--- src/rtl/fft_stage_ctrl.sv ---
// Stage/butterfly sequencer for an in-place radix-2 DIT FFT: validates the runtime config,
// then issues read, twiddle and delayed write addresses. Define FFT_CTRL_STALL_EN to add the stall input.
module fft_stage_ctrl #(
    parameter int ADDR_W = 12,
    parameter int STG_W  = 4,
    parameter int BF_LAT = 3
) (
    input  logic              clk,
    input  logic              rst_n,
    input  logic              start,
    input  logic [STG_W-1:0]  stage_number,
    input  logic [ADDR_W-1:0] max_point_fft,
`ifdef FFT_CTRL_STALL_EN
    input  logic              stall,
`endif
    output logic              busy,
    output logic              done,
    output logic              err,
    output logic [STG_W-1:0]  cur_stage,
    output logic              rd_en,
    output logic [ADDR_W-1:0] rd_addr_a,
    output logic [ADDR_W-1:0] rd_addr_b,
    output logic [ADDR_W-2:0] tw_addr,
    output logic              wr_en,
    output logic [ADDR_W-1:0] wr_addr_a,
    output logic [ADDR_W-1:0] wr_addr_b
);

    typedef enum logic [2:0] {IDLE, CHECK, ISSUE, DRAIN, FIN} state_t;

    localparam logic [ADDR_W-1:0] ONE        = ADDR_W'(1);
    localparam logic [ADDR_W:0]   ONE_W      = (ADDR_W+1)'(1);
    localparam logic [STG_W-1:0]  STG_ONE    = STG_W'(1);
    localparam logic [STG_W:0]    ADDR_W_S   = (STG_W+1)'(ADDR_W);
    localparam logic [2:0]        DRAIN_LAST = 3'(BF_LAT - 1);

    state_t              state_q;
    logic [STG_W-1:0]    s_tot_q, s_q, s_d;
    logic [ADDR_W-1:0]   n_q, k_q, k_d;
    logic [2:0]          dcnt_q;
    logic                rd_en_q, busy_q, done_q, err_q;
    logic [ADDR_W-1:0]   rda_q, rdb_q, rda_d, rdb_d;
    logic [ADDR_W-2:0]   tw_q, tw_d;
    logic                hold, rd_fire, cfg_ok;
    logic [ADDR_W-1:0]   last_k;

    logic                vld_p [BF_LAT];
    logic [ADDR_W-1:0]   wra_p [BF_LAT];
    logic [ADDR_W-1:0]   wrb_p [BF_LAT];

    // Upper input of butterfly k in stage s: group base (g<<(s+1)) plus offset j inside the group.
    function automatic logic [ADDR_W-1:0] bf_addr_a(input logic [STG_W-1:0] s,
                                                    input logic [ADDR_W-1:0] k);
        logic [ADDR_W-1:0] mask;
        mask = (ONE << s) - ONE;
        return ((k >> s) << (s + STG_ONE)) | (k & mask);
    endfunction

    function automatic logic [ADDR_W-2:0] bf_tw(input logic [STG_W-1:0]  s_tot,
                                                input logic [STG_W-1:0]  s,
                                                input logic [ADDR_W-1:0] k);
        logic [ADDR_W-1:0] j;
        j = k & ((ONE << s) - ONE);
        return (ADDR_W-1)'(j << (s_tot - s - STG_ONE));
    endfunction

`ifdef FFT_CTRL_STALL_EN
    assign hold = stall;
`else
    assign hold = 1'b0;
`endif

    assign rd_fire = rd_en_q & ~hold;
    assign cfg_ok  = (s_tot_q != '0) && ({1'b0, s_tot_q} <= ADDR_W_S) &&
                     ({1'b0, n_q} == (ONE_W << s_tot_q));
    assign last_k  = (n_q >> 1) - ONE;

    // Butterfly that becomes current if the FSM issues on this edge.
    always_comb begin
        s_d = s_q;
        k_d = k_q;
        case (state_q)
            CHECK: begin
                s_d = '0;
                k_d = '0;
            end
            ISSUE: k_d = k_q + ONE;
            DRAIN: begin
                s_d = s_q + STG_ONE;
                k_d = '0;
            end
            default: ;
        endcase
    end

    assign rda_d = bf_addr_a(s_d, k_d);
    assign rdb_d = rda_d + (ONE << s_d);
    assign tw_d  = bf_tw(s_tot_q, s_d, k_d);

    always_ff @(posedge clk or negedge rst_n) begin
        if (!rst_n) begin
            state_q <= IDLE;
            s_tot_q <= '0;
            n_q     <= '0;
            s_q     <= '0;
            k_q     <= '0;
            dcnt_q  <= '0;
            rd_en_q <= 1'b0;
            rda_q   <= '0;
            rdb_q   <= '0;
            tw_q    <= '0;
            busy_q  <= 1'b0;
            done_q  <= 1'b0;
            err_q   <= 1'b0;
        end else begin
            done_q <= 1'b0;
            case (state_q)
                IDLE: begin
                    if (start) begin
                        s_tot_q <= stage_number;
                        n_q     <= max_point_fft;
                        err_q   <= 1'b0;
                        busy_q  <= 1'b1;
                        state_q <= CHECK;
                    end
                end
                CHECK: begin
                    if (cfg_ok) begin
                        s_q     <= s_d;
                        k_q     <= k_d;
                        rd_en_q <= 1'b1;
                        rda_q   <= rda_d;
                        rdb_q   <= rdb_d;
                        tw_q    <= tw_d;
                        state_q <= ISSUE;
                    end else begin
                        err_q   <= 1'b1;
                        done_q  <= 1'b1;
                        state_q <= FIN;
                    end
                end
                ISSUE: begin
                    if (!hold) begin
                        if (k_q == last_k) begin
                            rd_en_q <= 1'b0;
                            dcnt_q  <= DRAIN_LAST;
                            state_q <= DRAIN;
                        end else begin
                            k_q   <= k_d;
                            rda_q <= rda_d;
                            rdb_q <= rdb_d;
                            tw_q  <= tw_d;
                        end
                    end
                end
                DRAIN: begin
                    // Next stage may only read once the last write of this stage has landed.
                    if (dcnt_q == 3'd0) begin
                        if (s_d != s_tot_q) begin
                            s_q     <= s_d;
                            k_q     <= k_d;
                            rd_en_q <= 1'b1;
                            rda_q   <= rda_d;
                            rdb_q   <= rdb_d;
                            tw_q    <= tw_d;
                            state_q <= ISSUE;
                        end else begin
                            done_q  <= 1'b1;
                            state_q <= FIN;
                        end
                    end else begin
                        dcnt_q <= dcnt_q - 3'd1;
                    end
                end
                FIN: begin
                    busy_q  <= 1'b0;
                    s_q     <= '0;
                    state_q <= IDLE;
                end
                default: state_q <= IDLE;
            endcase
        end
    end

    // Write-back shift pipeline, BF_LAT deep, keeps moving even while reads are stalled.
    always_ff @(posedge clk or negedge rst_n) begin
        if (!rst_n) begin
            for (int i = 0; i < BF_LAT; i++) begin
                vld_p[i] <= 1'b0;
                wra_p[i] <= '0;
                wrb_p[i] <= '0;
            end
        end else begin
            vld_p[0] <= rd_fire;
            wra_p[0] <= rda_q;
            wrb_p[0] <= rdb_q;
            for (int i = 1; i < BF_LAT; i++) begin
                vld_p[i] <= vld_p[i-1];
                wra_p[i] <= wra_p[i-1];
                wrb_p[i] <= wrb_p[i-1];
            end
        end
    end

    assign busy      = busy_q;
    assign done      = done_q;
    assign err       = err_q;
    assign cur_stage = s_q;
    assign rd_en     = rd_fire;
    assign rd_addr_a = rda_q;
    assign rd_addr_b = rdb_q;
    assign tw_addr   = tw_q;
    assign wr_en     = vld_p[BF_LAT-1];
    assign wr_addr_a = wra_p[BF_LAT-1];
    assign wr_addr_b = wrb_p[BF_LAT-1];

endmodule
--- config.mk ---
export PLATFORM = sky130hd
export DESIGN_NAME = fft_stage_ctrl
export DESIGN_NICKNAME = d
export VERILOG_FILES = /design/src/rtl/fft_stage_ctrl.sv
export SDC_FILE = /design/constraint.sdc
export NUM_CORES = 1
export LEC_CHECK = 0
export CELL_PAD_IN_SITES_DETAIL_PLACEMENT = 0
export CELL_PAD_IN_SITES_GLOBAL_PLACEMENT = 2
export CORE_MARGIN = 5
export CORE_UTILIZATION = 40
export CTS_CLUSTER_SIZE = 16
export DETAILED_ROUTE_END_ITERATION = 10
export HOLD_SLACK_MARGIN = 0.03
export PLACE_DENSITY = 0.91
export SLEW_MARGIN = 40
export SYNTH_ARGS = -nofsm -noshare
export SYNTH_HDL_FRONTEND = slang
export SYNTH_SLANG_ARGS = --single-unit
--- constraint.sdc ---
create_clock -name clk -period 6.89 [get_ports clk]
set_input_delay 1.0335 -clock clk [delete_from_list [all_inputs] [get_ports clk]]
set_output_delay 1.0335 -clock clk [all_outputs]
set_load 0.05 [all_outputs]
==> results of run 1 <==
==> per-stage QoR <==
step / cells / setup slack (ns)
after CTS: 1309 / 1.23
after global placement: 1277 / 1.30
after floorplan: 978 / 2.29
final: 1309 / 1.12
after global routing: 1309 / 0.631
after detailed placement: 1277 / 1.27
==> state kept, by name (all words and copies together) (netlist names), 12 cells and up <==
register   flops
k_q           12
wr_addr_b     12
wr_addr_a     12
n_q           12
rd_addr_b     12
wra_p         24
rd_addr_a     12
wrb_p         24
==> logic make-up after synthesis <==
family	synth area share, %
mux	6.40
simple gates	18.6
fa+ha+maj	3.97
flops	41.4
compound gates	19.6
xor+xnor	3.14
buf+inv	6.94
==> cell usage after synthesis, types with 5 or more instances <==
cell type  instances  area (sq um)
nand2b_1          11          68.8
buf_2             18          90.1
nand3_1           29           145
xnor2_1           23           201
clkbuf_1          36           135
nand4_1           10          62.6
nor4_1            10          62.6
o31ai_1           15           113
nand2_1           84           315
o221ai_1           5          43.8
nor3_1            20           100
o21ai_0           50           250
and3b_1            6          52.6
ha_1              26           325
inv_1             45           169
mux2_2            32           360
nor2_1            75           282
dfrtp_1          152          3800
xor2_1            10          87.6
and3_1            16           100
o21a_1             5          37.5
nor3b_1            6          45.0
o22ai_1            9          56.3
a21o_1            11          82.6
a21oi_1           53           265
and2_1            10          62.6
or2_2              9          56.3
a211oi_1           7          52.6
mux2i_1           16           160
buf_4             26           195
nor2b_1           11          68.8
a31oi_1           15          93.8
o211ai_1           8          60.1
or3_1              8          50.1
==> where the power goes <==
part	switching [mW]	internal [mW]	total, mW	leakage [nW]
Combinational	0.450	0.263	0.713	2.21
Sequential	0.126	1.00	1.13	2.08
Clock	0.453	0.496	0.948	0.298
Total	1.03	1.76	2.79	4.58
==> worst max path at each step <==
stage / slack [ns] / endpoint / cells past startpoint
detailed placement: 1.27 / rd_addr_b[10] / 21
global route: 0.63 / rd_addr_b[10] / 19
finish: 1.12 / rd_addr_b[10] / 21
CTS: 1.23 / rd_addr_b[10] / 21
global placement: 1.30 / rd_addr_b[10] / 21
floorplan: 2.29 / rd_addr_b[10] / 20
==> metal layers <==
layer | track usage (%) | vias up
li1 | - | 3592
met4 | 5.23 | 0
met1 | 28.7 | 3663
met5 | 0 | -
met2 | 30.2 | 247
met3 | 2.99 | 30
==> cell type report <==
class	instances	area (sq um)
fill	2120	12000
multi-input combinational	694	4760
sequential	152	3800
timing repair buffer	98	958
clock buffer	17	425
tap	285	357
clock inverter	15	184
inverter	48	180
==> worst max-delay path, stage by stage, from the launching register on <==
cell and delay [ns]:
dfrtp_1 0.76, nand2b_1 0.10, buf_4 0.24, a22oi_2 0.62, inv_1 0.41, ha_1 0.32, ha_1 0.55, nand2_1 0.13
nor2_1 0.23, a21o_1 0.19, ha_1 0.17, inv_1 0.06, fa_1 0.41, nor2b_1 0.12, o21ai_0 0.10, a21oi_1 0.19
o21ai_0 0.14, a21oi_1 0.19, o21ai_0 0.16, nor4b_1 0.18, o31ai_1 0.21, o21ai_0 0.10
==> flow_summary.ini, run 1 <==
[clock_tree]
cts.sinks = 152
cts_tree = yes
postCtsHoldBufs = 0
numCtsBuffers = 17
cts_buffer_depth = 2
clk_latency_ns = 0.44
clkTransAtPathRegs_ns = 0.07
cts_max_level = 4
post-cts-setup-buffers = 0
post_cts_resized = 0
root_buffer = clkbuf_16

[die]
die_h_microns = 162
initial_core_util_pct = 40.6
core_sq_um = 22600
die-area_sq_um = 26100
io-pin-count = 87
rows = 55
fp.dieW_microns = 162

[logic_synthesis]
synth_cells = 978
synth_edf_count = 0
syn-num-nets = 1025
ys_ff_latch = 152
yosysWarnings = 0
synth_cell_types = 93
mappedNetlistArea_sq_um = 9190
synth_ff_type = dfrtp_1
synthArstFlopShare_pct = 100
ys_seq_area_share_pct = 41.4
synth.avg_cell_area_sq_um = 9.40

[timing]
slew-limit-headroom_pct = 41.9
min_period_ns = 5.77
tightestPinTransition_ns = 0.867
clock-skew-final_ns = 0.0232
whs_ns = 0.337
rsz0062_at_grt = false
slew_viol_final = 0
tns_ns = 0
finalCritPeriodShare_pct = 83.7
finalSetupViolCount = 0
hold_viol_final = 0
fmax_mhz = 173

[drt]
drt-total-wl_mm = 25.3
num_vias = 7532
wl_per_cell_microns = 19.3
vias_per_cell = 5.75
m1WireLength_mm = 11.9
top_layer = met4
drtIter0Drc = 571
wl_met2_mm = 11.5
drc = 0
routed-wl-met3_mm = 1.33
dr.pass1.iters = 7
antenna_left = 0

[placed_design]
dp_hpwl_mm = 18.6
gp_congestion = 0.930
io_buffers = 86
place_area_sq_um = 10100

[min_path]
min_from = wrb_p[22]
hold_path.class = flop to flop
hold_depth = 0
hold_path_end = wr_addr_b[10]

[global_route]
overflow = 0
grtUsageTotal_pct = 19.5
antenna_found_initial = 0
grt_pass1_vias = 7247
grt_max_degree = 85
grt_pass1_wl_mm = 40.8

[final_layout]
num_antenna_cells = 0
drive_above_1_share_pct = 10.9
fin_nets = 1058
utilization_pct = 47.1
final_cell_mix = dfrtp_1, clkdlybuf4s50_1, nand2_1
final_common_cell = dfrtp_1
area_growth_pct = 16.1
finalInstanceArea_sq_um = 10700

[job]
drv_cap = 0

[setup_path]
critPathArrivalTime_ns = 6.05
crit_type = flop to flop
r2r_setup_slack_ns = 1.12
r2r_end = rd_addr_b[10]
crit_start = state_q[0]
cp.required_ns = 7.17
r2r_cells = 21
timing.rr.start = state_q[0]
critPathCaptureType = flop
start_kind = flop
cp_max_fo = 26

[power_and_ir_drop]
power_density_nw_per_um2 = 261
ir_drop_uv = 173
finalPower_mw = 2.79
leakagePower_nw = 4.58

[status]
outcome = completed
Note: power is estimated with default switching activity, not from simulation.
==> run 2: changes to the inputs <==
CORE_UTILIZATION = 37   (was 40)
PLACE_DENSITY = 0.85   (was 0.91)
clock period = 5.5 ns   (was 6.89 ns; I/O delays follow)
==> flow_summary.ini, run 2 (synthesized netlist as in run 1, its figures left out) <==
[setup_path]
critPathArrivalTime_ns = 5.45
cp.required_ns = 5.79
cp_max_fo = 6
crit_type = flop to flop
start_kind = flop
critPathCaptureType = flop
r2r_setup_slack_ns = 0.35

[power_and_ir_drop]
leakagePower_nw = 4.72
finalPower_mw = 3.51
power_density_nw_per_um2 = 321
ir_drop_uv = 185

[drt]
drtIter0Drc = 630
antenna_left = 0
vias_per_cell = 5.54
num_vias = 7618
drt-total-wl_mm = 25.8
dr.pass1.iters = 7
drc = 0
wl_per_cell_microns = 18.8

[die]
initial_core_util_pct = 37.7
io-pin-count = 87
rows = 57
core_sq_um = 24400
fp.dieW_microns = 168
die-area_sq_um = 28100
die_h_microns = 168

[final_layout]
drive_above_1_share_pct = 13.5
area_growth_pct = 19.2
reg_top3 = wra_p x24, wrb_p x24
finalInstanceArea_sq_um = 11000
final_common_cell = dfrtp_1
num_antenna_cells = 0
final_cell_mix = dfrtp_1, clkdlybuf4s50_1, nand2_1
fin_nets = 1086

[timing]
tightestPinTransition_ns = 0.898
rsz0062_at_grt = false
finalCritPeriodShare_pct = 93.7
hold_viol_final = 0
finalSetupViolCount = 0
slew_viol_final = 0
clock-skew-final_ns = 0.0155
slew-limit-headroom_pct = 39.8
fmax_mhz = 194
setup_slack_ns = 0.349
tns_ns = 0
min_period_ns = 5.15

[global_route]
overflow = 0
grtUsageTotal_pct = 18.7
grt_pass1_vias = 7345
grt_max_degree = 79
antenna_found_initial = 0
grt_pass1_wl_mm = 42.1

[placed_design]
place_area_sq_um = 10300
io_buffers = 86
dp_hpwl_mm = 19.6
dp_slack_ns = 0.453
gp_congestion = 0.902

[status]
outcome = completed

[clock_tree]
cts_max_level = 4
post-cts-setup-buffers = 0
cts_tree = yes
numCtsBuffers = 17
clk_latency_ns = 0.43
cts_buffer_depth = 2
postCtsHoldBufs = 0
root_buffer = clkbuf_16
post_cts_resized = 0
clkTransAtPathRegs_ns = 0.08
cts.sinks = 152

[job]
drv_cap = 0

[min_path]
hold_path.class = flop to flop
## run 2: layer usage
metal,share of wire [%],track usage (%),wire length [microns]
met5,0,0,0
met4,2.9,6.46,739
met3,5.8,4.05,1500
met2,43,27.4,11100
met1,48,27.3,12500
## run 2: worst paths after layout
path	start	endpoint	cells after the start
min in group asynchronous	rst_n	done	1
min reg2reg	wrb_p[22]	wr_addr_b[10]	0
max reg2reg	k_q[0]	rd_addr_b[11]	19
min	wrb_p[22]	wr_addr_b[10]	0
max	k_q[0]	rd_addr_b[11]	19
max in group asynchronous	rst_n	rd_addr_b[8]	2
## run 2: critical path, stage by stage (launching register included)
cell	delay [ns]
dfrtp_1	0.48
ha_1	0.30
nand2_1	0.20
nor4_4	0.51
mux2i_1	0.43
nor4_1	0.09
a2111o_1	0.49
or2_2	0.34
a21boi_0	0.21
buf_4	0.17
inv_1	0.04
ha_1	0.25
a21o_1	0.18
a21oi_1	0.22
nor2b_1	0.11
o211ai_1	0.36
a31oi_1	0.18
xnor2_1	0.24
o31a_1	0.18
o31ai_1	0.07
## run 2: area by class of cell
class / instances / area, sq um
fill: 2318 / 13400
multi-input combinational: 694 / 4770
sequential: 152 / 3800
timing repair buffer: 126 / 1170
clock buffer: 17 / 425
tap: 324 / 405
clock inverter: 15 / 194
inverter: 48 / 180
## run 2: stage by stage
stage	instances	utilization (%)	hold slack, ns
2_1_floorplan	978	-	0.331
3_3_place_gp	1344	42.3	0.332
3_5_place_dp	1344	42.3	0.335
4_1_cts	1376	44.9	0.343
5_1_grt	1376	44.9	0.347
6_report	1376	44.9	0.343
## run 2: power breakdown
part / total [mW] / internal (mW) / switching (mW) / leakage (nW)
logic: 0.911 / 0.340 / 0.571 / 2.34
clock network: 1.20 / 0.625 / 0.577 / 0.300
registers: 1.40 / 1.25 / 0.146 / 2.08
==> run 3: changes to the inputs <==
HOLD_SLACK_MARGIN = default   (was 0.03)
==> results of run 3 <==
Same layout as run 2: the final DEF is identical, and so are final timing and power.
